$ cat src/rtl/vicuna_cluster_ctrl.sv
// ============================================================================
// Module      : vicuna_cluster_ctrl (+ tlul_pkg)
// Description : Run/reset controller for NumCores Vicuna vector cores.
//               It has a TL-UL register port that holds the boot addresses,
//               the run requests and the completion status. Each core has
//               its own sequencing FSM, which drives that core's reset.
//               Optional macro VICUNA_CLUSTER_CTRL_CYCLE_CNT_EN adds per-core
//               RUN cycle counters.
// Revision    : 1.0 - initial release
// ============================================================================
`default_nettype none

package tlul_pkg;
  localparam logic [2:0] PutFullData    = 3'h0;
  localparam logic [2:0] PutPartialData = 3'h1;
  localparam logic [2:0] Get            = 3'h4;
  localparam logic [2:0] AccessAck      = 3'h0;
  localparam logic [2:0] AccessAckData  = 3'h1;

  typedef struct packed {
    logic        a_valid;
    logic [2:0]  a_opcode;
    logic [2:0]  a_param;
    logic [1:0]  a_size;
    logic [7:0]  a_source;
    logic [31:0] a_address;
    logic [3:0]  a_mask;
    logic [31:0] a_data;
    logic        d_ready;
  } tl_h2d_t;

  typedef struct packed {
    logic        d_valid;
    logic [2:0]  d_opcode;
    logic [2:0]  d_param;
    logic [1:0]  d_size;
    logic [7:0]  d_source;
    logic        d_sink;
    logic [31:0] d_data;
    logic        d_error;
    logic        a_ready;
  } tl_d2h_t;
endpackage

module vicuna_cluster_ctrl
  import tlul_pkg::*;
#(
  parameter int unsigned NumCores        = 2,
  parameter int unsigned ResetHoldCycles = 4,
  parameter logic [31:0] BootAddrDefault = 32'h0000_0000
) (
  input  logic                    clk_i,
  input  logic                    rst_i,
  input  tl_h2d_t                 tl_i,
  output tl_d2h_t                 tl_o,
  input  logic [NumCores-1:0]     core_done_i,
  output logic [NumCores-1:0]     core_rst_no,
  output logic [32*NumCores-1:0]  boot_addr_o,
  output logic                    irq_o
);

  localparam int unsigned HoldW = $clog2(ResetHoldCycles + 1);

  typedef enum logic [1:0] {
    ST_HELD    = 2'd0,
    ST_RELEASE = 2'd1,
    ST_RUN     = 2'd2,
    ST_DONE    = 2'd3
  } core_state_e;

  // Registers
  logic [NumCores-1:0]    run_req;
  logic [NumCores-1:0]    status;
  logic [NumCores-1:0]    irq_en;
  logic [32*NumCores-1:0] boot_addr;
  logic                   irq;

  // Response channel
  logic        d_valid;
  logic [2:0]  d_opcode;
  logic [1:0]  d_size;
  logic [7:0]  d_source;
  logic [31:0] d_data;
  logic        d_err;

  // Per-core views gathered from the generate loop
  logic [2*NumCores-1:0]  state_vec;
  logic [32*NumCores-1:0] cycles_vec;
  logic [NumCores-1:0]    status_set;
  logic [NumCores-1:0]    run_next;

  // Request decode
  logic        accept;
  logic        is_get;
  logic        is_put;
  logic [7:0]  offset;
  logic [3:0]  idx;
  logic        idx_ok;
  logic        hit;
  logic        ro;
  logic        sel_run;
  logic        sel_status;
  logic        sel_irqen;
  logic        sel_boot;
  logic [31:0] rdata;
  logic [31:0] state_word;
  logic        err;
  logic        wr;

  assign accept = tl_i.a_valid & ~d_valid;
  assign is_get = (tl_i.a_opcode == Get);
  assign is_put = (tl_i.a_opcode == PutFullData) | (tl_i.a_opcode == PutPartialData);
  assign offset = tl_i.a_address[7:0];
  assign idx    = offset[5:2];
  assign idx_ok = (32'(idx) < NumCores);

  // Address decode and read-data mux
  always_comb begin
    hit        = 1'b0;
    ro         = 1'b0;
    sel_run    = 1'b0;
    sel_status = 1'b0;
    sel_irqen  = 1'b0;
    sel_boot   = 1'b0;
    rdata      = '0;
    state_word = '0;
    state_word[2*NumCores-1:0] = state_vec;
    if (offset[1:0] == 2'b00) begin
      case (offset[7:6])
        2'b00: begin
          case (idx)
            4'h0: begin hit = 1'b1; sel_run    = 1'b1; rdata = 32'(run_req); end
            4'h1: begin hit = 1'b1; sel_status = 1'b1; rdata = 32'(status);  end
            4'h2: begin hit = 1'b1; sel_irqen  = 1'b1; rdata = 32'(irq_en);  end
            4'h3: begin hit = 1'b1; ro         = 1'b1; rdata = state_word;   end
            default: ;
          endcase
        end
        2'b01: begin
          if (idx_ok) begin
            hit      = 1'b1;
            sel_boot = 1'b1;
            for (int c = 0; c < NumCores; c++) begin
              if (idx == 4'(c)) rdata = boot_addr[32*c +: 32];
            end
          end
        end
        2'b10: begin
          if (idx_ok) begin
            hit = 1'b1;
            ro  = 1'b1;
            for (int c = 0; c < NumCores; c++) begin
              if (idx == 4'(c)) rdata = cycles_vec[32*c +: 32];
            end
          end
        end
        default: ;
      endcase
    end
  end

  assign err = ~hit | (~is_get & ~is_put) | (is_put & ((tl_i.a_mask != 4'hF) | ro));
  assign wr  = accept & is_put & ~err;

  // The FSMs act on the RUN value being written this cycle, so that a run
  // request reaches RELEASE one cycle after its accept.
  assign run_next = (wr & sel_run) ? tl_i.a_data[NumCores-1:0] : run_req;

  // Single-outstanding TL-UL response register
  always_ff @(posedge clk_i or posedge rst_i) begin
    if (rst_i) begin
      d_valid  <= 1'b0;
      d_opcode <= AccessAck;
      d_size   <= 2'd0;
      d_source <= 8'd0;
      d_data   <= 32'd0;
      d_err    <= 1'b0;
    end else if (accept) begin
      d_valid  <= 1'b1;
      d_opcode <= is_get ? AccessAckData : AccessAck;
      d_size   <= tl_i.a_size;
      d_source <= tl_i.a_source;
      d_data   <= (is_get & ~err) ? rdata : 32'd0;
      d_err    <= err;
    end else if (d_valid & tl_i.d_ready) begin
      d_valid  <= 1'b0;
    end
  end

  // Control registers; a done event beats a same-cycle W1C
  always_ff @(posedge clk_i or posedge rst_i) begin
    if (rst_i) begin
      run_req <= '0;
      status  <= '0;
      irq_en  <= '0;
      irq     <= 1'b0;
    end else begin
      run_req <= run_next;
      if (wr & sel_irqen) irq_en <= tl_i.a_data[NumCores-1:0];
      status  <= (status & ~((wr & sel_status) ? tl_i.a_data[NumCores-1:0] : '0)) | status_set;
      irq     <= |(status & irq_en);
    end
  end

  // Boot addresses only change while their core is held in reset
  always_ff @(posedge clk_i or posedge rst_i) begin
    if (rst_i) begin
      boot_addr <= {NumCores{BootAddrDefault}};
    end else begin
      for (int c = 0; c < NumCores; c++) begin
        if (wr && sel_boot && idx == 4'(c) && state_vec[2*c +: 2] == ST_HELD) begin
          boot_addr[32*c +: 32] <= tl_i.a_data;
        end
      end
    end
  end

  for (genvar c = 0; c < NumCores; c++) begin : g_core
    core_state_e      st;
    logic [HoldW-1:0] hold_cnt;
    logic             rst_n;

    assign state_vec[2*c +: 2] = st;
    assign core_rst_no[c]      = rst_n;
    assign status_set[c]       = (st == ST_RUN) & core_done_i[c];

    // Per-core sequencing FSM with registered core reset
    always_ff @(posedge clk_i or posedge rst_i) begin
      if (rst_i) begin
        st       <= ST_HELD;
        hold_cnt <= '0;
        rst_n    <= 1'b0;
      end else begin
        case (st)
          ST_HELD: begin
            if (run_next[c]) begin
              st       <= ST_RELEASE;
              hold_cnt <= '0;
            end
          end
          ST_RELEASE: begin
            if (!run_next[c]) begin
              st <= ST_HELD;
            end else if (hold_cnt == HoldW'(ResetHoldCycles - 1)) begin
              st    <= ST_RUN;
              rst_n <= 1'b1;
            end else begin
              hold_cnt <= hold_cnt + 1'b1;
            end
          end
          ST_RUN: begin
            if (!run_next[c]) begin
              st    <= ST_HELD;
              rst_n <= 1'b0;
            end else if (core_done_i[c]) begin
              st    <= ST_DONE;
              rst_n <= 1'b0;
            end
          end
          ST_DONE: begin
            if (!run_next[c]) st <= ST_HELD;
          end
          default: begin
            st    <= ST_HELD;
            rst_n <= 1'b0;
          end
        endcase
      end
    end

`ifdef VICUNA_CLUSTER_CTRL_CYCLE_CNT_EN
    logic [31:0] cyc;

    // Saturating count of cycles spent in RUN, cleared on each new run
    always_ff @(posedge clk_i or posedge rst_i) begin
      if (rst_i) begin
        cyc <= 32'd0;
      end else if (st == ST_HELD && run_next[c]) begin
        cyc <= 32'd0;
      end else if (st == ST_RUN && cyc != 32'hFFFF_FFFF) begin
        cyc <= cyc + 32'd1;
      end
    end

    assign cycles_vec[32*c +: 32] = cyc;
`else
    assign cycles_vec[32*c +: 32] = 32'd0;
`endif
  end

  assign boot_addr_o = boot_addr;
  assign irq_o       = irq;

  assign tl_o.d_valid  = d_valid;
  assign tl_o.d_opcode = d_opcode;
  assign tl_o.d_param  = 3'd0;
  assign tl_o.d_size   = d_size;
  assign tl_o.d_source = d_source;
  assign tl_o.d_sink   = 1'b0;
  assign tl_o.d_data   = d_data;
  assign tl_o.d_error  = d_err;
  assign tl_o.a_ready  = ~d_valid;

  logic unused_tl;
  assign unused_tl = ^{tl_i.a_param, tl_i.a_address[31:8]};

endmodule

`default_nettype wire
$ cat config.mk
export PLATFORM = sky130hd
export DESIGN_NAME = vicuna_cluster_ctrl
export DESIGN_NICKNAME = d
export VERILOG_FILES = /design/src/rtl/vicuna_cluster_ctrl.sv
export SDC_FILE = /design/constraint.sdc
export NUM_CORES = 1
export LEC_CHECK = 0
export BUFFER_PORTS_ARGS = -buffer_cell sky130_fd_sc_hd__buf_2
export CAP_MARGIN = 0
export CORE_MARGIN = 2
export CORE_UTILIZATION = 32
export CTS_CLUSTER_DIAMETER = 40
export DETAILED_ROUTE_END_ITERATION = 10
export PLACE_DENSITY = 0.66
export SYNTH_ARGS = -nofsm -noshare
export SYNTH_HDL_FRONTEND = slang
export SYNTH_SLANG_ARGS = --single-unit
$ cat constraint.sdc
create_clock -name clk_i -period 3.45 [get_ports clk_i]
set_input_delay 0.345 -clock clk_i [delete_from_list [all_inputs] [get_ports clk_i]]
set_output_delay 0.345 -clock clk_i [all_outputs]
set_load 0.03 [all_outputs]
==> Word level (Yosys, flattened, before mapping) <==
Cells that the tools add are included.
{ "op_classes": {"magnitude_cmp": 1, "reduce_logical": 25, "n_mux": 62, "n_bitwise": 25, "n_addsub": 2, "n_eq_ne": 30} }
{ "op_table": {"columns": ["operator", "count"], "rows": [
  ["$mux 32", 5],
  ["$pmux 32 s2", 1],
  ["$mux 2", 14],
  ["$mux 1", 27],
  ["$reduce_and 4->1", 6],
  ["$ne 2x2->1 const B", 10],
  ["$mux 3", 6],
  ["$pmux 2 s4", 2],
  ["$pmux 4 s4", 1],
  ["$and 1x1->1", 12],
  ["$ne 3x3->1 const B", 4],
  ["$pmux 3 s2", 2],
  ["$eq 2x2->1 const B", 5],
  ["$reduce_bool 2->1", 5],
  ["$eq 4x2->1 const B", 2],
  ["$logic_not 2->1", 4],
  ["$pmux 1 s2", 4],
  ["$add 3x1->3 const B", 2],
  ["$eq 2x1->1 const B", 3],
  ["$eq 3x2->1 const B", 2],
  ["$logic_and 1x1->1", 5],
  ["$not 1->1", 5],
  ["$and 2x2->2", 2],
  ["$eq 4x1->1 const B", 1],
  ["11 further kinds", 15]
]} }
{ "totals": {"output_inout_bits": 119, "in_bits": 90, "regBits": 130, "word_cells": 163} }

==> Logic depth before layout (Yosys ltp) <==
Gate-level depths: netlist of run 1.
{ "depth": {"depth_word": 15, "ltp_mapped": 9, "depth_no_buf": 7} }

==> Least setup slack after synthesis of run 1 <==
OpenSTA, ideal clock, no wires.
{ "synth_timing": {"kind": "input-to-reg", "from": "input tl_i[43] (netlist bit)", "to": "register boot_addr[32], in the netlist boot_addr_o[32]", "required_time_ns": 3.325, "setup_time_ns": 0.125, "path_stages": 9, "n_path_buf": 2, "arrival_time_ns": 2.298, "slack_ns": 1.027, "cell_sequence": "inv_1 -> ha_1 -> mux2_4 -> or4_4 -> nor3_2 -> and4_1 -> buf_6 -> buf_6 -> mux2_2"} }
{ "synth_via": {"elab_chain_len": 12, "word_cells_on_any_way": 20, "cone_classes": "eq/ne: 2; mux: 6; bitwise: 7; reduce/logical: 5"} }
{ "synth_rtl": {"columns": ["element", "line", "rtl"], "rows": [
  ["start, declared", "54", "input tl_h2d_t tl_i,"],
  ["$eq 2x2->1 / $eq 2x1->1 (equally long branches)", "129", "case (offset[7:6])"],
  ["$reduce_or 2->1 (no source line)", null, null],
  ["$pmux 1 s2", "129", null],
  ["$mux 1", "128", "if (offset[1:0] == 2'b00) begin"],
  ["$not 1->1", "162", "assign err = ~hit | (~is_get & ~is_put) | (is_put & ((tl_i.a_mask != 4'hF) | ro));"],
  ["$or 1x1->1 (2 in a row)", "162", null],
  ["$not 1->1", "163", "assign wr = accept & is_put & ~err;"],
  ["$and 1x1->1", "163", null],
  ["$logic_and 1x1->1 * (3 in a row)", "211", "if (wr && sel_boot && idx == 4'(c) && state_vec[2*c +: 2] == ST_HELD) begin"],
  ["end signal, assigned", "208", "boot_addr <= {NumCores{BootAddrDefault}};"],
  ["end signal, assigned by index", "212", "boot_addr[32*c +: 32] <= tl_i.a_data;"],
  ["end, declared", "75", "logic [32*NumCores-1:0] boot_addr;"]
]} }
Mark *: on every way between the ends. The rest lies on a longest branch, timed or not.
A chain may end at the register's enable or synchronous reset.

==> Final worst setup path of run 1 <==
{ "layout_timing": {"from": "register d_valid", "to": "register d_data[15]"} }
{ "layout_via": {"elab_chain_len": 2} }
{ "layout_rtl": {"columns": ["element", "line", "rtl"], "rows": [
  ["start, declared", "79", "logic d_valid;"],
  ["start signal, assigned", "172", "d_valid <= 1'b0;"],
  ["start signal, assigned", "179", "d_valid <= 1'b1;"],
  ["start signal, assigned", "186", "d_valid <= 1'b0;"],
  ["$not 1->1", "110", "assign accept = tl_i.a_valid & ~d_valid;"],
  ["$and 1x1->1", "110", null],
  ["end signal, assigned", "183", "d_data <= (is_get & ~err) ? rdata : 32'd0;"],
  ["end, declared", "83", "logic [31:0] d_data;"]
]} }
No other way between the ends.

==> qor.txt, run 1 <==
====================================================================================
Yosys warning total                                                                0
Synth top cells by count                                                dfrtp_1 (128), mux2_2 (70), nand2_1 (37)
Slack of the worst reg-to-reg path                                           0.85 ns
Peak ir drop on the vdd network                                             0.329 mV
Clock Latency Late Sink                                                      0.41 ns
Diode insertion count for antenna repair                                           0
Peak clock frequency supported by timing                                   0.385 GHz
Initial antenna violation count                                                    0
Die boundary width                                                            137 um
Number of placement rows                                                          48
Share of final-layout standard cells stronger than drive strength 1            47.1%
CTS H-Tree Depth                                                                   4
Class of the most critical hold timing path                              in -> async
I/O pins                                                                         209
Data arrival time of the worst path                                          2.93 ns
Count leader, synth                                                          dfrtp_1
Largest net degree at the start of global routing                                 67
Layout overhead on the synthesized area                                        30.3%
Die Area                                                                   18700 um2
Violation count after the first detailed-route iteration                         140
Async set or reset register ratio after synthesis                               100%
Port Buffer Count                                                                175
Synth Cell Area                                                             5640 um2
Root Buffer Master                                                         clkbuf_16
Cts bufs inserted                                                                 17
Reg-to-reg startpoint                                                   d_valid$_DFFE_PP0P_
Post-Place Worst Slack                                                      0.685 ns
Worst-case reg-to-reg path depth                                                   7
Detail-routed net length per standard cell                                   16.7 um
Die H                                                                         137 um
Outcome                                                                 complete, no violations
Crit Path Category                                                        reg -> reg
Max-cap violation count                                                            0
Routed Wire Length                                                          14500 um
Count of final hold-check violations                                               0
CTS clock-pin slew for the worst setup and hold paths                        0.06 ns
Most area-consuming cells after synthesis                               dfrtp_1 (57%), mux2_2 (14%), a22oi_1 (4.7%)
Final clock skew                                                          0.00540 ns
Post-DR vias/cell                                                               4.94
Number of nets still failing antenna checks after routing                          0
Static leakage                                                            0.00375 uW
Synth Instances                                                                  453
Distinct cell type count of the synthesized netlist                               47
Least-Margin Pin Slew                                                       0.794 ns
Setup repair after global routing missed its margin                            false
Total negative setup slack                                                      0 ns
Cell Pwr Density                                                          512 nW/um2
Worst slew margin relative to its limit                                        46.9%
Post-synth EDFFs                                                                   0
First-pass GRT wire length                                                  23100 um
Vias after detailed routing                                                     4284
Share of the clock period used by the worst path                               75.4%
Type of element capturing the critical path                                flip-flop
Highest net fanout along the worst path                                           26
Iteration count of the initial detailed-routing pass                               4
Worst setup startpoint                                                  d_valid$_DFFE_PP0P_
Sequential share of the synthesized area                                       56.8%
Total setup violations reported at the end of the flow                             0
CTS tree                                                                       built
Post-CTS setup buffer count                                                        0
Kind of start point of the critical path                                   flip-flop
Core Box Area                                                              17200 um2
Flip-flop cell with the highest count after synthesis                        dfrtp_1
# resized after CTS                                                                0
Residual DRC count                                                                 0
Final period demand of the worst path                                        2.60 ns
Number of global-route vias before repair                                       4384
Req. time, crit path                                                         3.78 ns
Overflow left after global routing                                                 0
Cell type with the largest total area after synthesis                        dfrtp_1
Capturing element of the worst setup path                               d_data[15]$_DFFE_PP0P_
Fraction of synthesized cell area taken by the top area cell type              56.8%
Total number of nets in the final design                                         728
Final Max Slew Viols                                                               0
Global placement routability congestion                                        0.862
# clock sinks                                                                    128
Post-DP HPWL                                                                10100 um
R2R Path End                                                            d_data[15]$_DFFE_PP0P_
Syn avg cell area                                                           12.4 um2
Buffer depth of the longest clock path                                             2
Total global-route track usage                                                 16.1%
Number of buffers inserted for hold repair after clock tree synthesis              0
Starting utilization of the core area                                          32.7%
#FFs+latches synth                                                               128
PnR worst setup slack                                                       0.850 ns
====================================================================================
## cell type report
class	count	area, um2
Multi-Input combinational cell	283	2180
Tap cell	225	282
Fill cell	1618	9890
Clock buffer	19	453
Inverter	11	45.0
Sequential cell	128	3200
Timing Repair Buffer	189	993
Clock inverter	13	186
## critical path: stages (launching register included)
cell and delay (ns):
dfrtp_1 0.41, nand2b_2 0.23, buf_4 0.24, or4b_2 0.71, nor4_1 0.31, nand3_1 0.19, buf_4 0.24, o21ai_0 0.19
## registers in the layout, indices dropped and copies added (netlist names)
signal,cells
d_size,2
d_valid,1
g_core.rst_n,2
g_core.st,4
status,2
g_core.hold_cnt,6
d_err,1
boot_addr_o,64
run_req,2
d_data,32
irq_en,2
d_opcode,1
irq_o,1
d_source,8
## cell families after synthesis
kind of cell,share of synthesized area [%]
mux,15.8
fa+ha+maj,1.78
other cells,0.0665
simple gates,8.10
compound gates,12.4
flops,56.8
buf+inv,5.02
## per-layer routing
metal	track usage [%]	vias up	part of all wire (%)
li1	-	2008	-
met1	20.5	2092	44
met2	24.9	160	46
met3	5.93	24	7.8
met4	6.25	0	1.8
met5	0	-	0
## report_power, final
| group | switching, uW | internal [uW] | total, uW | leakage [uW] |
|---|---|---|---|---|
| Sequential | 14.8 | 1530 | 1550 | 0.00173 |
| Combinational | 194 | 89.6 | 283 | 0.00171 |
| Clock | 678 | 1250 | 1930 | 0.000313 |
| Total | 887 | 2870 | 3760 | 0.00375 |
## per-stage QoR
stage	total power (uW)	hold WS, ns	instances	instance area [um2]	util [%]
after floorplan	1760	0.441	458	5660	-
after global placement	1860	0.458	836	6710	38.9
after detailed placement	1860	0.465	836	6710	38.9
after CTS	3810	0.0862	868	7350	42.6
after global routing	3900	0.108	868	7350	42.6
final	3760	0.0699	868	7350	42.6
## placed cells by master (no fill, tap or decap), drive strengths merged, types with 3 or more instances in the layout
master    n
nand2b    6
nand3     9
mux2     79
nand4     7
nor4      7
clkbuf   19
and2      3
nand2    37
a22oi    35
buf     189
dfrtp   128
o21ai    35
nor2      6
bufinv    4
conb      6
ha        8
a21oi     5
clkinv    8
inv      10
a22o      7
## how the worst min path moves through the flow
stage / start / end / slack (ns) / depth (start not counted)
2_1_floorplan: tl_i[0] / d_valid$_DFFE_PP0P_ / 0.44 / 1
3_3_place_gp: d_data[18]$_DFFE_PP0P_ / d_data[18]$_DFFE_PP0P_ / 0.46 / 2
3_5_place_dp: d_data[21]$_DFFE_PP0P_ / d_data[21]$_DFFE_PP0P_ / 0.46 / 2
4_1_cts: rst_i / boot_addr_o[48]$_DFFE_PP0P_ / 0.09 / 2
5_1_grt: tl_i[0] / d_valid$_DFFE_PP0P_ / 0.11 / 2
6_report: rst_i / boot_addr_o[48]$_DFFE_PP0P_ / 0.07 / 2
No activity file was read; power rests on OpenSTA's default activity.
==> run 2, diff against run 1 <==
Clock period 3.45 ns to 2.1 ns, I/O delays scaled along.
==> run 2 against run 1 <==
Effect of this change:
- the run now ends with negative setup slack left
- critical path type unchanged
- clock power rose by 51%
- critical path depth fell by 1
- setup slack got worse by 0.97 ns
- highest routed layer unchanged
==> qor.txt, run 2 (same netlist as run 1, synthesis figures left out) <==
==================================================================================
Share of final-layout standard cells stronger than drive strength 1          51.8%   +4.6 points
Worst-path cell chain                                                 nand2b_4 -> or4_4 -> nor3_4 -> and3_2 -> buf_12 -> mux2_2
Violated checks                                                       negative setup slack
Class of the most critical hold timing path                              in -> reg
Share of the clock period used by the worst path                              106%   +31 points
Final period demand of the worst path                                      2.22 ns   -0.376 ns
Buffer depth of the longest clock path                                           2   unchanged
Number of global-route vias before repair                                     4559   +4.0%
CTS tree                                                                     built
Post-DP HPWL                                                              10600 um   +5.3%
Max incr delay on CP                                                       0.51 ns   -0.20 ns
CTS H-Tree Depth                                                                 4   unchanged
Least-Margin Pin Slew                                                     0.682 ns   -0.113 ns
Req. time, crit path                                                       2.40 ns   -1.38 ns
Max-cap violation count                                                          0   unchanged
Largest net degree at the start of global routing                               48   -28%
Final Max Slew Viols                                                             0   unchanged
Global placement routability congestion                                      0.839   -2.6%
Initial antenna violation count                                                  0   unchanged
Total power                                                                5980 uW   +59%
Crit Path Category                                                      reg -> reg
Number of buffer and inverter instances along the worst setup path               1   -1
Cell Pwr Density                                                        758 nW/um2   +48%
Total number of nets in the final design                                       763   +4.8%
Static leakage                                                          0.00396 uW   +5.6%
Iteration count of the initial detailed-routing pass                             5   +1
Type of element capturing the critical path                              flip-flop
Final clock skew                                                        0.00594 ns   +0.000540 ns
Flip-flop count of the largest register after layout                            64   unchanged
Cell area after layout                                                    7880 um2   +7.3%
Peak clock frequency supported by timing                                 0.450 GHz   +17%
Final std cells w/o fill                                                       903   +4.0%
Outcome                                                               complete, but fails checks
Data arrival time of the worst path                                        2.52 ns   -0.41 ns
Count of final hold-check violations                                             0   unchanged
Clock Latency Late Sink                                                    0.42 ns   about the same
Violation count after the first detailed-route iteration                       321   +130%
Slowest stage cell, crit path                                                or4_4
Setup repair after global routing missed its margin                           true
Detail-routed net length per standard cell                                 17.5 um   +4.9%
Post-DR vias/cell                                                             5.00   +1.3%
Residual DRC count                                                               0   unchanged
Commonest non-fill, non-tap cell in the layout                               buf_2
Highest net fanout along the worst path                                         18   -31%
Total setup violations reported at the end of the flow                          66   +66
Peak ir drop on the vdd network                                           0.532 mV   +62%
Core Box Area                                                            17200 um2   unchanged
Routed Wire Length                                                        15800 um   +9.1%
Vias after detailed routing                                                   4513   +5.3%
Kind of start point of the critical path                                 flip-flop
Most frequent cells in the layout                                     buf_2 (175), dfrtp_1 (128), mux2_2 (43)
PnR worst setup slack                                                    -0.124 ns   -0.974 ns
Starting utilization of the core area                                        32.7%   unchanged
Cell family contributing the most delay on the critical path          simple AND/OR/NAND/NOR gates
CTS clock-pin slew for the worst setup and hold paths                      0.06 ns   about the same
Number of nets still failing antenna checks after routing                        0   unchanged
Root Buffer Master                                                       clkbuf_16
Number of placed instances with taps included                                  865   +3.5%
First-pass GRT wire length                                                24600 um   +6.7%
Cell area after placement                                                 7070 um2   +5.4%
Die boundary width                                                          137 um   unchanged
Port Buffer Count                                                              175   unchanged
Layout overhead on the synthesized area                                      39.8%
Cts bufs inserted                                                               17   unchanged
Diode insertion count for antenna repair                                         0   unchanged
Number of filler cells placed in the layout                                   1631   +0.80%
Overflow left after global routing                                               0   unchanged
Die Area                                                                 18700 um2   unchanged
Utilization of the core after routing                                        45.7%   +3.1 points
# clock sinks                                                                  128   unchanged
I/O pins                                                                       209   unchanged
Number of placement rows                                                        48   unchanged
Post-Place Worst Slack                                                   -0.375 ns   -1.06 ns
Worst slew margin relative to its limit                                      54.5%   +7.5 points
Total global-route track usage                                               17.4%   +1.3 points
Die H                                                                       137 um   unchanged
==================================================================================
[run 2: cell type report]
class	instances	area, um2	share of cell area [%]
Clock buffer	17	425	5.40
Timing Repair Buffer	224	1370	17.4
Tap cell	225	282	3.57
Inverter	11	50.0	0.635
Clock inverter	15	159	2.02
Sequential cell	128	3200	40.6
Multi-Input combinational cell	283	2390	30.3
[run 2: where the power goes]
group	switching, uW	leakage (uW)	internal, uW
registers	22.6	0.00173	2520
clock network	1170	0.000269	1760
logic	335	0.00196	177
[run 2: per-layer routing]
| metal | up-vias | GRT usage [%] | wire (um) |
|---|---|---|---|
| met3 | 24 | 5.70 | 1330 |
| li1 | 2075 | - | - |
| met1 | 2225 | 22.8 | 7080 |
| met5 | - | 0 | 0 |
| met2 | 189 | 26.4 | 7090 |
| met4 | 0 | 7.06 | 276 |
[run 2: worst paths after layout]
kind                                  startpoint                     endpoint  slack [ns]  cells after the start
setup reg to reg             d_valid$_DFFE_PP0P_  boot_addr_o[16]$_DFFE_PP0P_       -0.12                      6
setup / recovery             d_valid$_DFFE_PP0P_  boot_addr_o[16]$_DFFE_PP0P_       -0.12                      6
max in group asynchronous                  rst_i       d_data[23]$_DFFE_PP0P_        0.98                      4
hold reg to reg            d_data[8]$_DFFE_PP0P_        d_data[8]$_DFFE_PP0P_        0.47                      2
min in group asynchronous                  rst_i        d_size[0]$_DFFE_PP0P_        0.45                      3
hold / removal                          tl_i[69]      d_source[0]$_DFFE_PP0P_        0.03                      2
[run 2: timing repair]
action,CTS,global route
pin swaps,6,3
setup buffers,4,1
endpoints found under the hold margin,28,0
hold buffers,3,0
gates resized for setup,30,12
gates cloned,2,0
endpoints found under the setup margin,95,96
[run 2: stage by stage]
| step | hold slack, ns | TNS [ns] |
|---|---|---|
| floorplan | 0.306 | -0.518 |
| global placement | 0.349 | -31.28 |
| detailed placement | 0.350 | -29.15 |
| CTS | 0.00632 | -9.15 |
| global route | 0.00892 | -11.25 |
| finish | 0.0267 | -6.41 |
==> run 3, diff against run 2 <==
--- a/config.mk
+++ b/config.mk
@@ -13,4 +13,5 @@
 export DETAILED_ROUTE_END_ITERATION = 10
 export PLACE_DENSITY = 0.66
+export SETUP_SLACK_MARGIN = 0.4
 export SYNTH_ARGS = -nofsm -noshare
 export SYNTH_HDL_FRONTEND = slang
==> constraint.sdc (replaced) <==
create_clock -name clk_i -period 2.1 [get_ports clk_i]
set_input_delay 0.42 -clock clk_i [delete_from_list [all_inputs] [get_ports clk_i]]
set_output_delay 0.42 -clock clk_i [all_outputs]
set_load 0.03 [all_outputs]
==> run 3 against run 2 <==
Effect of this change:
- the flow still finishes with violations (negative setup slack)
- setup slack got worse by 0.0054 ns
- clock skew rose by 0.0022 ns
- sequential cell count did not move
- largest cell class unchanged
- die area did not move
- highest routed layer unchanged
- sequential power barely moved
- total power rose by 0.53%
- non-clock buffer count rose by 25
==> qor.txt, run 3 (same netlist as run 1, synthesis figures left out) <==
====================================================================================
Peak ir drop on the vdd network                                             0.539 mV   +1.3%
Max-cap violation count                                                            0   unchanged
Routed Wire Length                                                          17800 um   +13%
Cell area after placement                                                   7260 um2   +2.6%
Vias after detailed routing                                                     4690   +3.9%
Die boundary width                                                            137 um   unchanged
Detail-routed net length per standard cell                                   19.2 um   +10%
Final std cells w/o fill                                                         927   +2.7%
Share of the clock period used by the worst path                                106%   +0.26 points
Cell area after layout                                                      8710 um2   +10%
CTS H-Tree Depth                                                                   4   unchanged
PnR worst setup slack                                                      -0.130 ns   -0.00537 ns
Outcome                                                                 complete, but fails checks
Violation count after the first detailed-route iteration                         236   -26%
Die H                                                                         137 um   unchanged
Data arrival time of the worst path                                          2.52 ns   about the same
Reg-to-reg startpoint                                                   d_valid$_DFFE_PP0P_
Peak clock frequency supported by timing                                   0.449 GHz   -0.24%
Total setup violations reported at the end of the flow                            66   unchanged
Violated checks                                                         negative setup slack
Most frequent cells in the layout                                       buf_2 (172), dfrtp_1 (128), mux2_4 (65)
Final period demand of the worst path                                        2.23 ns   +0.00537 ns
Least-Margin Pin Slew                                                       0.509 ns   -0.172 ns
Clock Latency Late Sink                                                      0.41 ns   about the same
Total negative setup slack                                                  -5.68 ns   +0.730 ns
Core Box Area                                                              17200 um2   unchanged
Post-Place Worst Slack                                                     -0.566 ns   -0.192 ns
Root Buffer Master                                                         clkbuf_16
Top sig layer                                                                   met4
Overflow left after global routing                                                 0   unchanged
Share of final-layout standard cells stronger than drive strength 1            60.7%   +8.9 points
Detailed-routed wire length on met2                                          9410 um   +33%
Static leakage                                                            0.00430 uW   +8.5%
Number of global-route vias before repair                                       4779   +4.8%
Type of element capturing the critical path                                flip-flop
Cts bufs inserted                                                                 17   unchanged
Global placement routability congestion                                        0.935   +11%
Cell Pwr Density                                                          690 nW/um2   -9.0%
Number of placed instances with taps included                                    870   +0.58%
Crit Path Category                                                         in -> reg
Largest net degree at the start of global routing                                 53   +10%
Diode insertion count for antenna repair                                           0   unchanged
CTS clock-pin slew for the worst setup and hold paths                        0.06 ns   about the same
# clock sinks                                                                    128   unchanged
CTS tree                                                                       built
Number of placement rows                                                          48   unchanged
Commonest non-fill, non-tap cell in the layout                                 buf_2
Class of the most critical hold timing path                              in -> async
Layout overhead on the synthesized area                                        54.4%
Wire length on met3                                                           903 um   -32%
Die Area                                                                   18700 um2   unchanged
Length of routed wiring on met1                                              7260 um   +2.5%
Setup repair after global routing missed its margin                             true
Total power                                                                  6010 uW   +0.53%
Final Max Slew Viols                                                               0   unchanged
Starting utilization of the core area                                          32.7%   unchanged
Residual DRC count                                                                 0   unchanged
Port Buffer Count                                                                175   unchanged
R2R Path End                                                            boot_addr_o[39]$_DFFE_PP0P_
Count of final hold-check violations                                               0   unchanged
Worst slew margin relative to its limit                                        66.0%   +12 points
Worst-case reg-to-reg path depth                                                   7   +1
First-pass GRT wire length                                                  26300 um   +6.9%
Kind of start point of the critical path                                  input port
Total number of nets in the final design                                         788   +3.3%
Number of nets still failing antenna checks after routing                          0   unchanged
Slack of the worst reg-to-reg path                                              0 ns   +0.12 ns
Initial antenna violation count                                                    0   unchanged
Req. time, crit path                                                         2.39 ns   about the same
Buffer depth of the longest clock path                                             2   unchanged
Number of buffers inserted for hold repair after clock tree synthesis              0   -3
I/O pins                                                                         209   unchanged
Flip-flop count of the largest register after layout                              64   unchanged
Final clock skew                                                          0.00816 ns   +0.00222 ns
Total global-route track usage                                                 18.5%   +1.2 points
Post-DP HPWL                                                                11300 um   +6.7%
Highest net fanout along the worst path                                            4   -14
Iteration count of the initial detailed-routing pass                               4   -1
Post-DR vias/cell                                                               5.06   +1.2%
====================================================================================
[run 3: worst max-delay path by stage]
stage	from	endpoint	slack [ns]
detailed placement	tl_i[43]	boot_addr_o[61]$_DFFE_PP0P_	-0.57
finish	tl_i[43]	boot_addr_o[39]$_DFFE_PP0P_	-0.13
floorplan	tl_i[43]	boot_addr_o[32]$_DFFE_PP0P_	-0.22
global placement	tl_i[43]	boot_addr_o[61]$_DFFE_PP0P_	-0.52
global route	tl_i[43]	boot_addr_o[48]$_DFFE_PP0P_	-0.17
CTS	tl_i[43]	boot_addr_o[49]$_DFFE_PP0P_	-0.12
[run 3: area by class of cell]
type / count / area [um2]
clock buffers: 21 / 460
clock inverters: 10 / 111
fillers: 1470 / 8530
inverters: 11 / 57.6
multi-input cells: 283 / 2790
flip-flops and latches: 128 / 3200
well taps: 225 / 282
repair buffers: 249 / 1800
[run 3: repair_timing]
item | in CTS | in global routing
buffers inserted | 7 | 10
pin swaps | 25 | 34
gates resized for setup | 109 | 40
cloned | 5 | 4
endpoints found under the setup margin | 115 | 115
[run 3: routing by layer]
metal  up-vias  track usage, %
met1      2392            23.1
li1       2126               -
met2       151            31.8
met4         0            6.54
met3        21            3.89
met5         -               0
[run 3: critical path: stages]
cell	delay [ns]
buf_12	0.09
inv_12	0.03
ha_4	0.14
mux2_4	0.27
or4_4	0.57
nor3_4	0.14
and4_4	0.28
buf_6	0.14
clkbuf_16	0.14
mux2_4	0.29
[run 3: stage by stage]
step                hold WS (ns)  utilization [%]
floorplan                  0.451                -
global placement           0.457             42.1
detailed placement         0.466             42.1
CTS                       0.0390             48.5
global route              0.0718             50.5
finish                    0.0405             50.5
[run 3: where the power goes]
group	switching (uW)	total, uW	internal (uW)
Sequential	23.0	2540	2520
Clock	1070	2860	1800
Combinational	371	600	229
